<file path="src/rtl/irq_pkg.sv">
// irq_pkg: state encoding and id width helper shared by the interrupt controller
package irq_pkg;
  localparam logic [1:0] S_IDLE    = 2'd0;
  localparam logic [1:0] S_REQ     = 2'd1;
  localparam logic [1:0] S_SERVICE = 2'd2;
  function automatic int id_w(input int n);
    return (n <= 2) ? 1 : $clog2(n);
  endfunction
endpackage

</file>
<file path="src/rtl/irq_prio_enc.sv">
// irq_prio_enc: lowest-index-wins priority encoder with valid flag
module irq_prio_enc #(
  parameter int N = 4,
  parameter int W = 2
) (
  input  logic [N-1:0] req,
  output logic [W-1:0] id,
  output logic         valid
);
  // scan from the top so the lowest set index is the last one written
  always_comb begin
    id = '0;
    for (int i = N - 1; i >= 0; i--)
      if (req[i]) id = W'(i);
    valid = |req;
  end
endmodule

</file>
<file path="src/rtl/irq_controller.sv">
// irq_controller: prioritised interrupt controller with req/ack/done handshake; IRQ_SYNC_EN adds 2-flop input synchronizers
module irq_controller
  import irq_pkg::*;
#(
  parameter int                   NUM_IRQ    = 4,
  parameter int                   ADDR_W     = 8,
  parameter logic [ADDR_W-1:0]    VEC_BASE   = 8'hF0,
  parameter int                   VEC_STRIDE = 4,
  parameter logic [NUM_IRQ-1:0]   EDGE_MASK  = {NUM_IRQ{1'b1}},
  localparam int                  ID_W       = id_w(NUM_IRQ)
) (
  input  logic               clk,
  input  logic               reset,
  input  logic [NUM_IRQ-1:0] irq_in,
  input  logic               mask_wr,
  input  logic [NUM_IRQ-1:0] mask_in,
  output logic [NUM_IRQ-1:0] mask_out,
  input  logic               irq_ack,
  input  logic               irq_done,
  output logic               irq_req,
  output logic [ADDR_W-1:0]  irq_vector,
  output logic [ID_W-1:0]    irq_id,
  output logic [NUM_IRQ-1:0] pending,
  output logic               busy
);
  logic [NUM_IRQ-1:0] irq_s, irq_prev, pend_r, mask_r, rise, clr, eligible;
  logic [1:0]         state;
  logic [ID_W-1:0]    enc_id;
  logic               enc_valid, ack_ok, take;
  logic [ADDR_W-1:0]  vec_next;
`ifdef IRQ_SYNC_EN
  logic [NUM_IRQ-1:0] sync1, sync2;
  // two-stage synchronizer for asynchronous interrupt sources
  always_ff @(posedge clk or negedge reset)
    if (!reset) begin
      sync1 <= '0;
      sync2 <= '0;
    end else begin
      sync1 <= irq_in;
      sync2 <= sync1;
    end
  assign irq_s = sync2;
`else
  assign irq_s = irq_in;
`endif
  assign rise     = irq_s & ~irq_prev & EDGE_MASK;
  assign ack_ok   = state == S_REQ && irq_req && irq_ack;
  assign clr      = ack_ok ? NUM_IRQ'(1) << irq_id : '0;
  assign pending  = (pend_r & EDGE_MASK) | (irq_s & ~EDGE_MASK);
  assign eligible = pending & ~mask_r;
  assign take     = state == S_IDLE && enc_valid;
  assign vec_next = VEC_BASE + ADDR_W'(int'(enc_id) * VEC_STRIDE);
  assign mask_out = mask_r;
  assign busy     = state != S_IDLE;

  irq_prio_enc #(.N(NUM_IRQ), .W(ID_W)) u_enc (
    .req   (eligible),
    .id    (enc_id),
    .valid (enc_valid)
  );

  // edge history, sticky edge pending (a new edge beats an ack clear) and mask
  always_ff @(posedge clk or negedge reset)
    if (!reset) begin
      irq_prev <= '0;
      pend_r   <= '0;
      mask_r   <= '1;
    end else begin
      irq_prev <= irq_s;
      pend_r   <= (pend_r & ~clr) | rise;
      mask_r   <= mask_wr ? mask_in : mask_r;
    end

  // handshake FSM; id/vector latched on request and held until the handler returns
  always_ff @(posedge clk or negedge reset)
    if (!reset) begin
      state      <= S_IDLE;
      irq_req    <= 1'b0;
      irq_id     <= '0;
      irq_vector <= '0;
    end else begin
      state      <= take ? S_REQ : ack_ok ? S_SERVICE :
                    (state == S_SERVICE && irq_done) ? S_IDLE : state;
      irq_req    <= state == S_REQ && !ack_ok;
      irq_id     <= take ? enc_id : (state == S_SERVICE && irq_done) ? '0 : irq_id;
      irq_vector <= take ? vec_next : (state == S_SERVICE && irq_done) ? '0 : irq_vector;
    end
endmodule

</file>
<file path="config.mk">
export PLATFORM = sky130hd
export DESIGN_NAME = irq_controller
export DESIGN_NICKNAME = d
export VERILOG_FILES = /design/src/rtl/irq_pkg.sv /design/src/rtl/irq_prio_enc.sv /design/src/rtl/irq_controller.sv
export SDC_FILE = /design/constraint.sdc
export NUM_CORES = 1
export LEC_CHECK = 0
export BUFFER_PORTS_ARGS = -buffer_cell sky130_fd_sc_hd__buf_4
export CORE_MARGIN = 2
export CORE_UTILIZATION = 45
export CTS_BUF_LIST = sky130_fd_sc_hd__clkbuf_4 sky130_fd_sc_hd__clkbuf_8
export CTS_CLUSTER_SIZE = 16
export DETAILED_ROUTE_END_ITERATION = 10
export GPL_ROUTABILITY_DRIVEN = 0
export GPL_TIMING_DRIVEN = 0
export PLACE_DENSITY = 0.88
export SLEW_MARGIN = 25
export SYNTH_ARGS = -nofsm -noshare
export SYNTH_HDL_FRONTEND = slang
export SYNTH_SLANG_ARGS = --single-unit
</file>
<file path="constraint.sdc">
create_clock -name clk -period 2.8 [get_ports clk]
set_clock_uncertainty 0.1 [all_clocks]
set_input_delay 0.14 -clock clk [delete_from_list [all_inputs] [get_ports clk]]
set_output_delay 0.14 -clock clk [all_outputs]
set_load 0.005 [all_outputs]
</file>
==> results of run 1 <==
==> final timing paths <==
check	from	to	cells after the start
hold / removal	mask_wr	mask_out[2]$_DFFE_PN1P_	2
setup reg to reg	state[1]$_DFFE_PN0P_	pending[0]$_DFF_PN0_	4
max in group asynchronous	reset	mask_out[0]$_DFFE_PN1P_	2
min in group asynchronous	reset	state[1]$_DFFE_PN0P_	2
hold reg to reg	irq_prev[2]$_DFF_PN0_	pending[2]$_DFF_PN0_	1
setup / recovery	state[1]$_DFFE_PN0P_	pending[0]$_DFF_PN0_	4
==> area by class of cell <==
type / count / area [um2]
fillers: 125 / 515
flip-flops and latches: 18 / 455
repair buffers: 39 / 315
multi-input cells: 40 / 248
plain buffers: 7 / 52.6
clock buffers: 4 / 36.3
inverters: 7 / 26.3
well taps: 17 / 21.3
==> sequential cells by signal (all words and copies together) (netlist names) <==
register	count
pending	4
state	2
irq_req	1
mask_out	4
irq_vector	2
irq_prev	4
irq_id	1
==> logic make-up (layout without fill, tap and decap cells) <==
family	Yosys count	count (layout)	share of synthesized area, %
buffers and inverters	14	57	10.1
AND/OR/NAND/NOR	18	18	11.7
AO/OA/AOI/OAI	15	15	12.1
flip-flops	18	18	58.5
other	1	2	0.482
multiplexers	5	5	7.07
==> power breakdown <==
group / leakage [uW] / internal [uW] / switching, uW
combinational: 0.000353 / 201 / 135
clock: 0.0000210 / 79.2 / 77.8
sequential: 0.000196 / 325 / 68.7
==> cells in the final DEF, fill, tap and decap left out, drive strengths merged, types with 2 or more instances in the layout <==
cell type	synthesis	layout
o31ai	4	4
buf	7	37
mux2	4	4
o21ai	8	8
nand2	8	8
conb	1	2
clkbuf	0	4
dfstp	4	4
nand2b	4	4
inv	7	7
dfrtp	14	14
dlygate4sd3	0	9
==> timing repair <==
action | in CTS | in global routing
resized for setup | 0 | 0
hold buffers | 9 | 0
hold endpoints to repair | 26 | 0
==> through the flow <==
stage | cells | utilization (%) | power [uW] | hold slack [ns] | setup WS, ns
after floorplan | 72 | - | 547 | -0.256 | 1.59
after global placement | 119 | 61.6 | 707 | -0.0848 | 1.47
after detailed placement | 119 | 61.6 | 723 | -0.0818 | 1.44
after CTS | 132 | 69.1 | 889 | 0.0284 | 1.43
after global routing | 132 | 69.1 | 948 | 0.0299 | 1.26
final | 132 | 69.1 | 887 | 0.0329 | 1.42
==> per-layer routing <==
| layer | up-vias | part of all wire [%] | track usage [%] | wire length (um) |
|---|---|---|---|---|
| met1 | 300 | 42 | 23.0 | 707 |
| met5 | - | 0 | 0 | 0 |
| li1 | 316 | - | - | - |
| met2 | 24 | 51 | 29.9 | 863 |
| met4 | 0 | 2.7 | 12.9 | 45 |
| met3 | 7 | 4.6 | 3.57 | 78 |
==> critical path: cells and delay by family, from the launching register on <==
family	cells	cell delay [ns]
simple gates	1	0.25
flops	1	0.40
buf+inv	1	0.14
compound gates	2	0.38
==> metrics.md, run 1 <==
| Metric | Value |
|---|---|
| Run status | finished, final reports clean |
| Post-synth top cells | dfrtp_1, nand2_1, o21ai_0 |
| Setup_tns | 0 ns |
| Drt total wl | between 1500 and 2000 um |
| CP Cell Sequence | inv_1 > nand4_1 > o31ai_1 > o21ai_0 |
| Maximum VDD drop | about 0.51 mV |
| Crit Path Class | register to register |
| Root buf cell | clkbuf_4 |
| Post-Synthesis Cell Area | 778 um2 |
| CP peak stage delay | approximately 0.4 ns |
| Post-synth top area share | around 45% |
| Crit path DAT | around 1.5 ns |
| Post-synth EDFFs | 0 |
| Dpl cell area | 1030 um2 |
| Worst-path fanout max | 6 |
| Avg Vias per Cell | approximately 4.9 |
| Drt pass-1 iters | 4 |
| Largest net degree at the start of global routing | 19 |
| Syn avg cell area | 11.0 um2 |
| Reg clk slew, reported paths | approximately 0.10 ns |
| Synth area leaders | dfrtp_1, dfstp_2, buf_4, mux2_2, o21ai_0 |
| Pleak | 0.000570 uW |
| Final Max Slew Viols | 0 |
| Initial antenna violation count | 0 |
| TritonCTS clock tree | done |
| Worst EP required | 2.87 ns |
| Antenna cell count | 0 |
| Cell Pwr Density | around 770 nW/um2 |
| Site Rows | 15 |
| Register bit total from synthesis | 18 |
| Crit path time final | about 1.4 ns |
| Die area | 2080 um2 |
| Post-route design area | ~1200 um2 |
| Setup violators final | 0 |
| Clock latency on the worst-skew pair | between 0.2 and 0.3 ns |
| Layout Area Growth over Synthesis | 48.4% |
| Max Cap Violations | 0 |
| Unique masters post-synth | 20 |
| Area of the core | between 1500 and 2000 um2 |
| CP endpoint kind | register |
| CP max stage cell | dfrtp_1 |
| Vias in the first global route | 651 |
| Startpoint Class | register |
| Post-synthesis sequential area ratio | between 50% and 60% |
| Residual DRC | 0 |
| Clock Tree Buf Depth | 2 |
| Reg2reg setup slack | between 1 and 1.5 ns |
| Sink Count | 18 |
| Post-synth top flop | dfrtp_1 |
| CTS buffer count | 3 |
| Asr flop ratio synth | 100% |
| Cell taking the most area after synthesis | dfrtp_1 |
| Global-route wire length before repair | ~2800 um |
| Detailed Place HPWL | 1190 um |
| IO Port Bufs | 30 |
| H-tree depth | 1 |
| Synth warn | 0 |
| Avg WL per Cell | between 10 and 15 um |
| Initial core utilization | 46.6% |
| RSZ-0062 raised after global routing | false |
| Share of layout cells above drive strength 1 | ~43% |
| Post-CTS Setup Bufs | 0 |
| First DRT Iteration DRCs | 13 |
| Fmax | between 700 and 800 MHz |
| Syn Inst Count | just over 70 |
| Hold WC Path Type | input port to register |
| Tot GR Track Use | about a fifth |
| ANT nets after route | 0 |
| Die span in y | 45.6 um |
| Via count | roughly 650 |
| Die width | 45.6 um |
| GRT overflow | 0 |
| Tcrit/Tclk final | approximately half |
| IO Pins | 33 |
| Nets | ~130 |
| Top-count cell post-synth | dfrtp_1 |
| Final Hold Viols | 0 |
Note: power is estimated with default switching activity, not from simulation.
==> run 2, diff against run 1 <==
CORE_UTILIZATION = 43   (was 45)
clock period = 1.2 ns   (was 2.8 ns; I/O delays follow)
==> metrics.md, run 2 (same netlist as run 1, synthesis figures left out) <==
| Metric | Value |
|---|---|
| Run status | finished, violations left |
| Failing checks | negative setup slack |
| IO Pins | 33 (unchanged) |
| Fillcell total | 104 (-17%) |
| Hold WS | 0.0758 ns (+0.0429 ns) |
| ANT nets after route | 0 (unchanged) |
| H-tree depth | 1 (unchanged) |
| Max Cap Violations | 0 (unchanged) |
| Pre-CTS setup slack | -0.194 ns (-1.63 ns) |
| Worst EP required | 1.34 ns (-1.53 ns) |
| Tcrit/Tclk final | 109% (+60 points) |
| Vias in the first global route | 702 (+7.8%) |
| Hold WC Path Type | input port to async pin |
| Initial antenna violation count | 0 (unchanged) |
| Nets | 143 (+11%) |
| Initial core utilization | 45.6% (-1.0 points) |
| Global-route wire length before repair | 2990 um (+8.2%) |
| Reg2reg setup slack | -0.10 ns (-1.53 ns) |
| GRT overflow | 0 (unchanged) |
| Root buf cell | clkbuf_4 |
| Pleak | 0.000651 uW (+14%) |
| Leading cell type in the layout, fill and taps excluded | buf_4 |
| Via count | 732 (+13%) |
| First DRT Iteration DRCs | 27 (+14) |
| Sink Count | 18 (unchanged) |
| Most frequent cells in the layout | buf_4, dlygate4sd3_1, dfrtp_1 |
| Die width | 46.5 um (+2.1%) |
| Die span in y | 46.5 um (+2.1%) |
| Clock latency on the worst-skew pair | 0.29 ns (about the same) |
| Fmax | 766 MHz (+5.6%) |
| Detailed Place HPWL | 1230 um (+3.8%) |
| Crit path DAT | 1.44 ns (about the same) |
| Setup violators final | 9 (+9) |
| Maximum VDD drop | 1.07 mV (+110%) |
| Tot GR Track Use | 20.3% (+1.5 points) |
| Placed cell count | 127 (+6.7%) |
| Drt total wl | 2090 um (+24%) |
| Avg Vias per Cell | 4.75 (-3.0%) |
| Share of layout cells above drive strength 1 | 53.5% (+11 points) |
| Avg WL per Cell | 13.6 um (+6.0%) |
| CTS buffer count | 3 (unchanged) |
| Worst-path fanout max | 3 (-3) |
| Setup_tns | -0.654 ns (-0.654 ns) |
| Final Hold Viols | 0 (unchanged) |
| Drt pass-1 iters | 4 (unchanged) |
| Non-filler cells, final | 154 (+17%) |
| Cell Pwr Density | 1800 nW/um2 (+130%) |
| Antenna cell count | 0 (unchanged) |
| Crit Path Class | register to register |
| Residual DRC | 0 (unchanged) |
| Reg clk slew, reported paths | 0.10 ns (about the same) |
| CP endpoint kind | register |
| Final Max Slew Viols | 0 (unchanged) |
| TritonCTS clock tree | done |
| Final Worst Setup Slack | -0.105 ns (-1.53 ns) |
| Clock Tree Buf Depth | 2 (unchanged) |
| Crit path time final | 1.30 ns (-0.0728 ns) |
| Startpoint Class | register |
| RSZ-0062 raised after global routing | true |
| IO Port Bufs | 30 (unchanged) |
| Largest net degree at the start of global routing | 19 (unchanged) |
| Layout Area Growth over Synthesis | 69.0% |
| Die area | 2170 um2 (+4.2%) |
| Site Rows | 15 (unchanged) |
| Tot Pwr | 2360 uW (+170%) |
| Area of the core | 1710 um2 (+2.2%) |
==> run 2: changes by cell type in the layout (fill, tap and decap cells not counted), sizes merged <==
cell | previous run | this run
dlygate4sd3 | 9 | 12
buf | 37 | 48
==> run 2: final timing paths <==
| kind | start | to | depth (start not counted) |
|---|---|---|---|
| worst min-delay path | reset | irq_vector[6]$_DFFE_PN0P_ | 2 |
| worst max-delay path | state[1]$_DFFE_PN0P_ | irq_vector[6]$_DFFE_PN0P_ | 4 |
| worst max register to register | state[1]$_DFFE_PN0P_ | irq_vector[6]$_DFFE_PN0P_ | 4 |
| worst min register to register | irq_prev[3]$_DFF_PN0_ | pending[3]$_DFF_PN0_ | 1 |
| max in group asynchronous | reset | mask_out[1]$_DFFE_PN1P_ | 2 |
| min in group clk | irq_ack | pending[0]$_DFF_PN0_ | 4 |
==> run 2: what timing repair did <==
action / CTS / global route
gates resized for setup: 9 / 7
buffers inserted: 8 / 4
pin swaps: 4 / 2
gates cloned: 0 / 0
hold buffers: 12 / 0
hold endpoints to repair: 33 / 0
setup endpoints to repair: 10 / 13
==> run 2: critical path: stages (launching register included) <==
cell and delay [ns]:
dfrtp_1 0.44, or2_4 0.28, a41o_1 0.25, buf_4 0.15, nand2_2 0.04
==> run 2: power by group <==
group	internal, uW	switching (uW)	leakage, uW
Combinational	676	409	0.000439
Sequential	765	186	0.000194
Clock	152	176	0.0000184
==> run 2: area by class of cell <==
cell class | count | area, um2 | share of cell area (%)
Timing Repair Buffer | 53 | 435 | 33.1
Buffer | 7 | 56.3 | 4.28
Sequential cell | 18 | 458 | 34.8
Inverter | 7 | 26.3 | 2.00
Tap cell | 25 | 31.3 | 2.38
Clock buffer | 4 | 30.0 | 2.28
Multi-Input combinational cell | 40 | 278 | 21.1
==> run 2: layer usage <==
| metal | global-route usage (%) | routed length [um] | share of wire (%) |
|---|---|---|---|
| met2 | 34.7 | 1140 | 54 |
| met4 | 9.14 | 33 | 1.6 |
| met3 | 3.92 | 97 | 4.6 |
| met1 | 24.4 | 828 | 40 |
| met5 | 0 | 0 | 0 |
==> run 2: per-stage QoR <==
step                cell area, um2  util [%]
detailed placement            1040      60.8
global placement              1040      60.8
floorplan                      782         -
global route                  1320      77.0
finish                        1320      77.0
CTS                           1260      74.1
==> run 3, diff against run 2 <==
CORE_MARGIN = 8   (was 2)
TNS_END_PERCENT = 1   (was not set)
==> metrics.md, run 3 (same netlist as run 1, synthesis figures left out) <==
| Metric | Value |
|---|---|
| Final Max Slew Viols | 0 (unchanged) |
| Crit path time final | 1.32 ns (+0.0117 ns) |
| Die span in y | 58.5 um (+26%) |
| CP endpoint kind | register |
| Tot GR Track Use | 12.8% (-7.5 points) |
| Startpoint Class | register |
| Area of the core | 1710 um2 (unchanged) |
| Die width | 58.5 um (+26%) |
| Hold WC Path Type | input port to async pin |
| CTS buffer count | 3 (unchanged) |
| Post-route design area | 1250 um2 (-4.6%) |
| Max Cap Violations | 0 (unchanged) |
| TritonCTS clock tree | done |
| First DRT Iteration DRCs | 19 (-30%) |
| Initial core utilization | 45.6% (unchanged) |
| Detailed Place HPWL | 1380 um (+11%) |
| RSZ-0062 raised after global routing | true |
| Placed cell count | 127 (unchanged) |
| Setup violators final | 9 (unchanged) |
| Most frequent cells in the layout | buf_4, dlygate4sd3_1, dfrtp_1 |
| Reg2Reg Depth | 4 (unchanged) |
| ANT nets after route | 0 (unchanged) |
| Crit Path Class | register to register |
| Clock latency on the worst-skew pair | 0.30 ns (about the same) |
| Largest net degree at the start of global routing | 19 (unchanged) |
| Reg2reg start | state[1]$_DFFE_PN0P_ |
| Initial antenna violation count | 0 (unchanged) |
| Final Hold Viols | 0 (unchanged) |
| Avg Vias per Cell | 4.67 (-1.8%) |
| Drt pass-1 iters | 4 (unchanged) |
| Dpl cell area | 1040 um2 (unchanged) |
| Drt total wl | 2030 um (-3.1%) |
| Via count | 686 (-6.3%) |
| Reg clk slew, reported paths | 0.11 ns (about the same) |
| Pleak | 0.000616 uW (-5.4%) |
| Reg2reg setup slack | -0.12 ns (about the same) |
| IO Port Bufs | 30 (unchanged) |
| Non-filler cells, final | 147 (-4.5%) |
| IO Pins | 33 (unchanged) |
| Hold WS | 0.0443 ns (-0.0315 ns) |
| H-tree depth | 1 (unchanged) |
| Critical Path Sink | pending[2]$_DFF_PN0_ |
| Residual DRC | 0 (unchanged) |
| Maximum VDD drop | 1.43 mV (+34%) |
| Tcrit/Tclk final | 110% (+0.98 points) |
| GRT overflow | 0 (unchanged) |
| Root buf cell | clkbuf_4 |
| Share of layout cells above drive strength 1 | 48.4% (-5.1 points) |
| Cell Pwr Density | 1790 nW/um2 (-0.57%) |
| Fmax | 760 MHz (-0.89%) |
| Global-route wire length before repair | 3370 um (+13%) |
| Worst EP required | 1.28 ns (-0.06 ns) |
| Die area | 3430 um2 (+58%) |
| Vias in the first global route | 709 (+1.0%) |
| Sink Count | 18 (unchanged) |
| Fillcell total | 121 (+16%) |
| Clock Tree Buf Depth | 2 (unchanged) |
| Layout Area Growth over Synthesis | 61.3% |
| Worst-path fanout max | 6 (+3) |
| Setup crit start | state[1]$_DFFE_PN0P_ |
| Leading cell type in the layout, fill and taps excluded | buf_4 |
| Worst reg2reg endpoint | pending[2]$_DFF_PN0_ |
| Tot Pwr | 2240 uW (-5.1%) |
| Crit path DAT | 1.40 ns (-0.04 ns) |
| Final Worst Setup Slack | -0.117 ns (-0.0117 ns) |
| Nets | 136 (-4.9%) |
| Run status | finished, violations left |
| Avg WL per Cell | 13.8 um (+1.5%) |
| Antenna cell count | 0 (unchanged) |
| Failing checks | negative setup slack |
| Site Rows | 15 (unchanged) |
| Finished Core Util | 73.5% (-3.5 points) |
==> run 3: cell count changes in the layout (fill, tap and decap cells not counted) <==
cell,change
buf_4,-7
o21ai_1,-2
or2_4,-1
o21ai_0,+2
or2_1,+1
nand2_2,-2
nand2_1,+2
==> run 3: final cells by class <==
cell class	instances	area (um2)	share of cell area [%]
Tap cell	25	31.3	2.49
Multi-Input combinational cell	40	270	21.5
Buffer	7	56.3	4.49
Timing Repair Buffer	46	383	30.5
Sequential cell	18	458	36.5
Inverter	7	26.3	2.09
Clock buffer	4	30.0	2.39
==> run 3: how the worst min path moves through the flow <==
stage                                        to  cells after the start   from
after CTS                 irq_prev[0]$_DFF_PN0_                      2  reset
after global routing      irq_prev[0]$_DFF_PN0_                      2  reset
after global placement        irq_req$_DFF_PN0_                      1  reset
after floorplan           irq_id[0]$_DFFE_PN0P_                      0  reset
final                     irq_prev[0]$_DFF_PN0_                      2  reset
after detailed placement  irq_prev[0]$_DFF_PN0_                      1  reset
==> run 3: timing repair <==
| item | 4_1_cts | 5_1_grt |
|---|---|---|
| setup buffers | 3 | 1 |
| endpoints found under the setup margin | 11 | 11 |
| hold buffers | 12 | 0 |
| resized for setup | 9 | 2 |
| hold endpoints to repair | 33 | 0 |
| pin swaps | 3 | 4 |
==> run 3: through the flow <==
stage | setup WS [ns] | setup TNS, ns
after floorplan | -0.0124 | -0.0124
final | -0.117 | -0.639
after global placement | -0.136 | -0.603
after global routing | -0.214 | -1.32
after detailed placement | -0.200 | -0.824
after CTS | -0.117 | -0.570
==> run 3: power breakdown <==
part           switching (uW)  internal, uW
combinational             364           585
clock                     193           152
sequential                183           765
total                     740          1500
==> run 3: worst max-delay path, cell delays in order (launching register included) <==
cell	delay (ns)
dfrtp_1	0.41
inv_2	0.07
nand4_1	0.22
o31ai_1	0.30
o21ai_1	0.10
==> run 3: metal layers <==
metal / part of all wire, % / track usage [%] / up-vias
met1: 40 / 14.5 / 330
met4: 2.2 / 7.34 / 0
met5: 0 / 0 / -
li1: - / - / 332
met3: 5.2 / 4.13 / 5
met2: 52 / 20.8 / 19
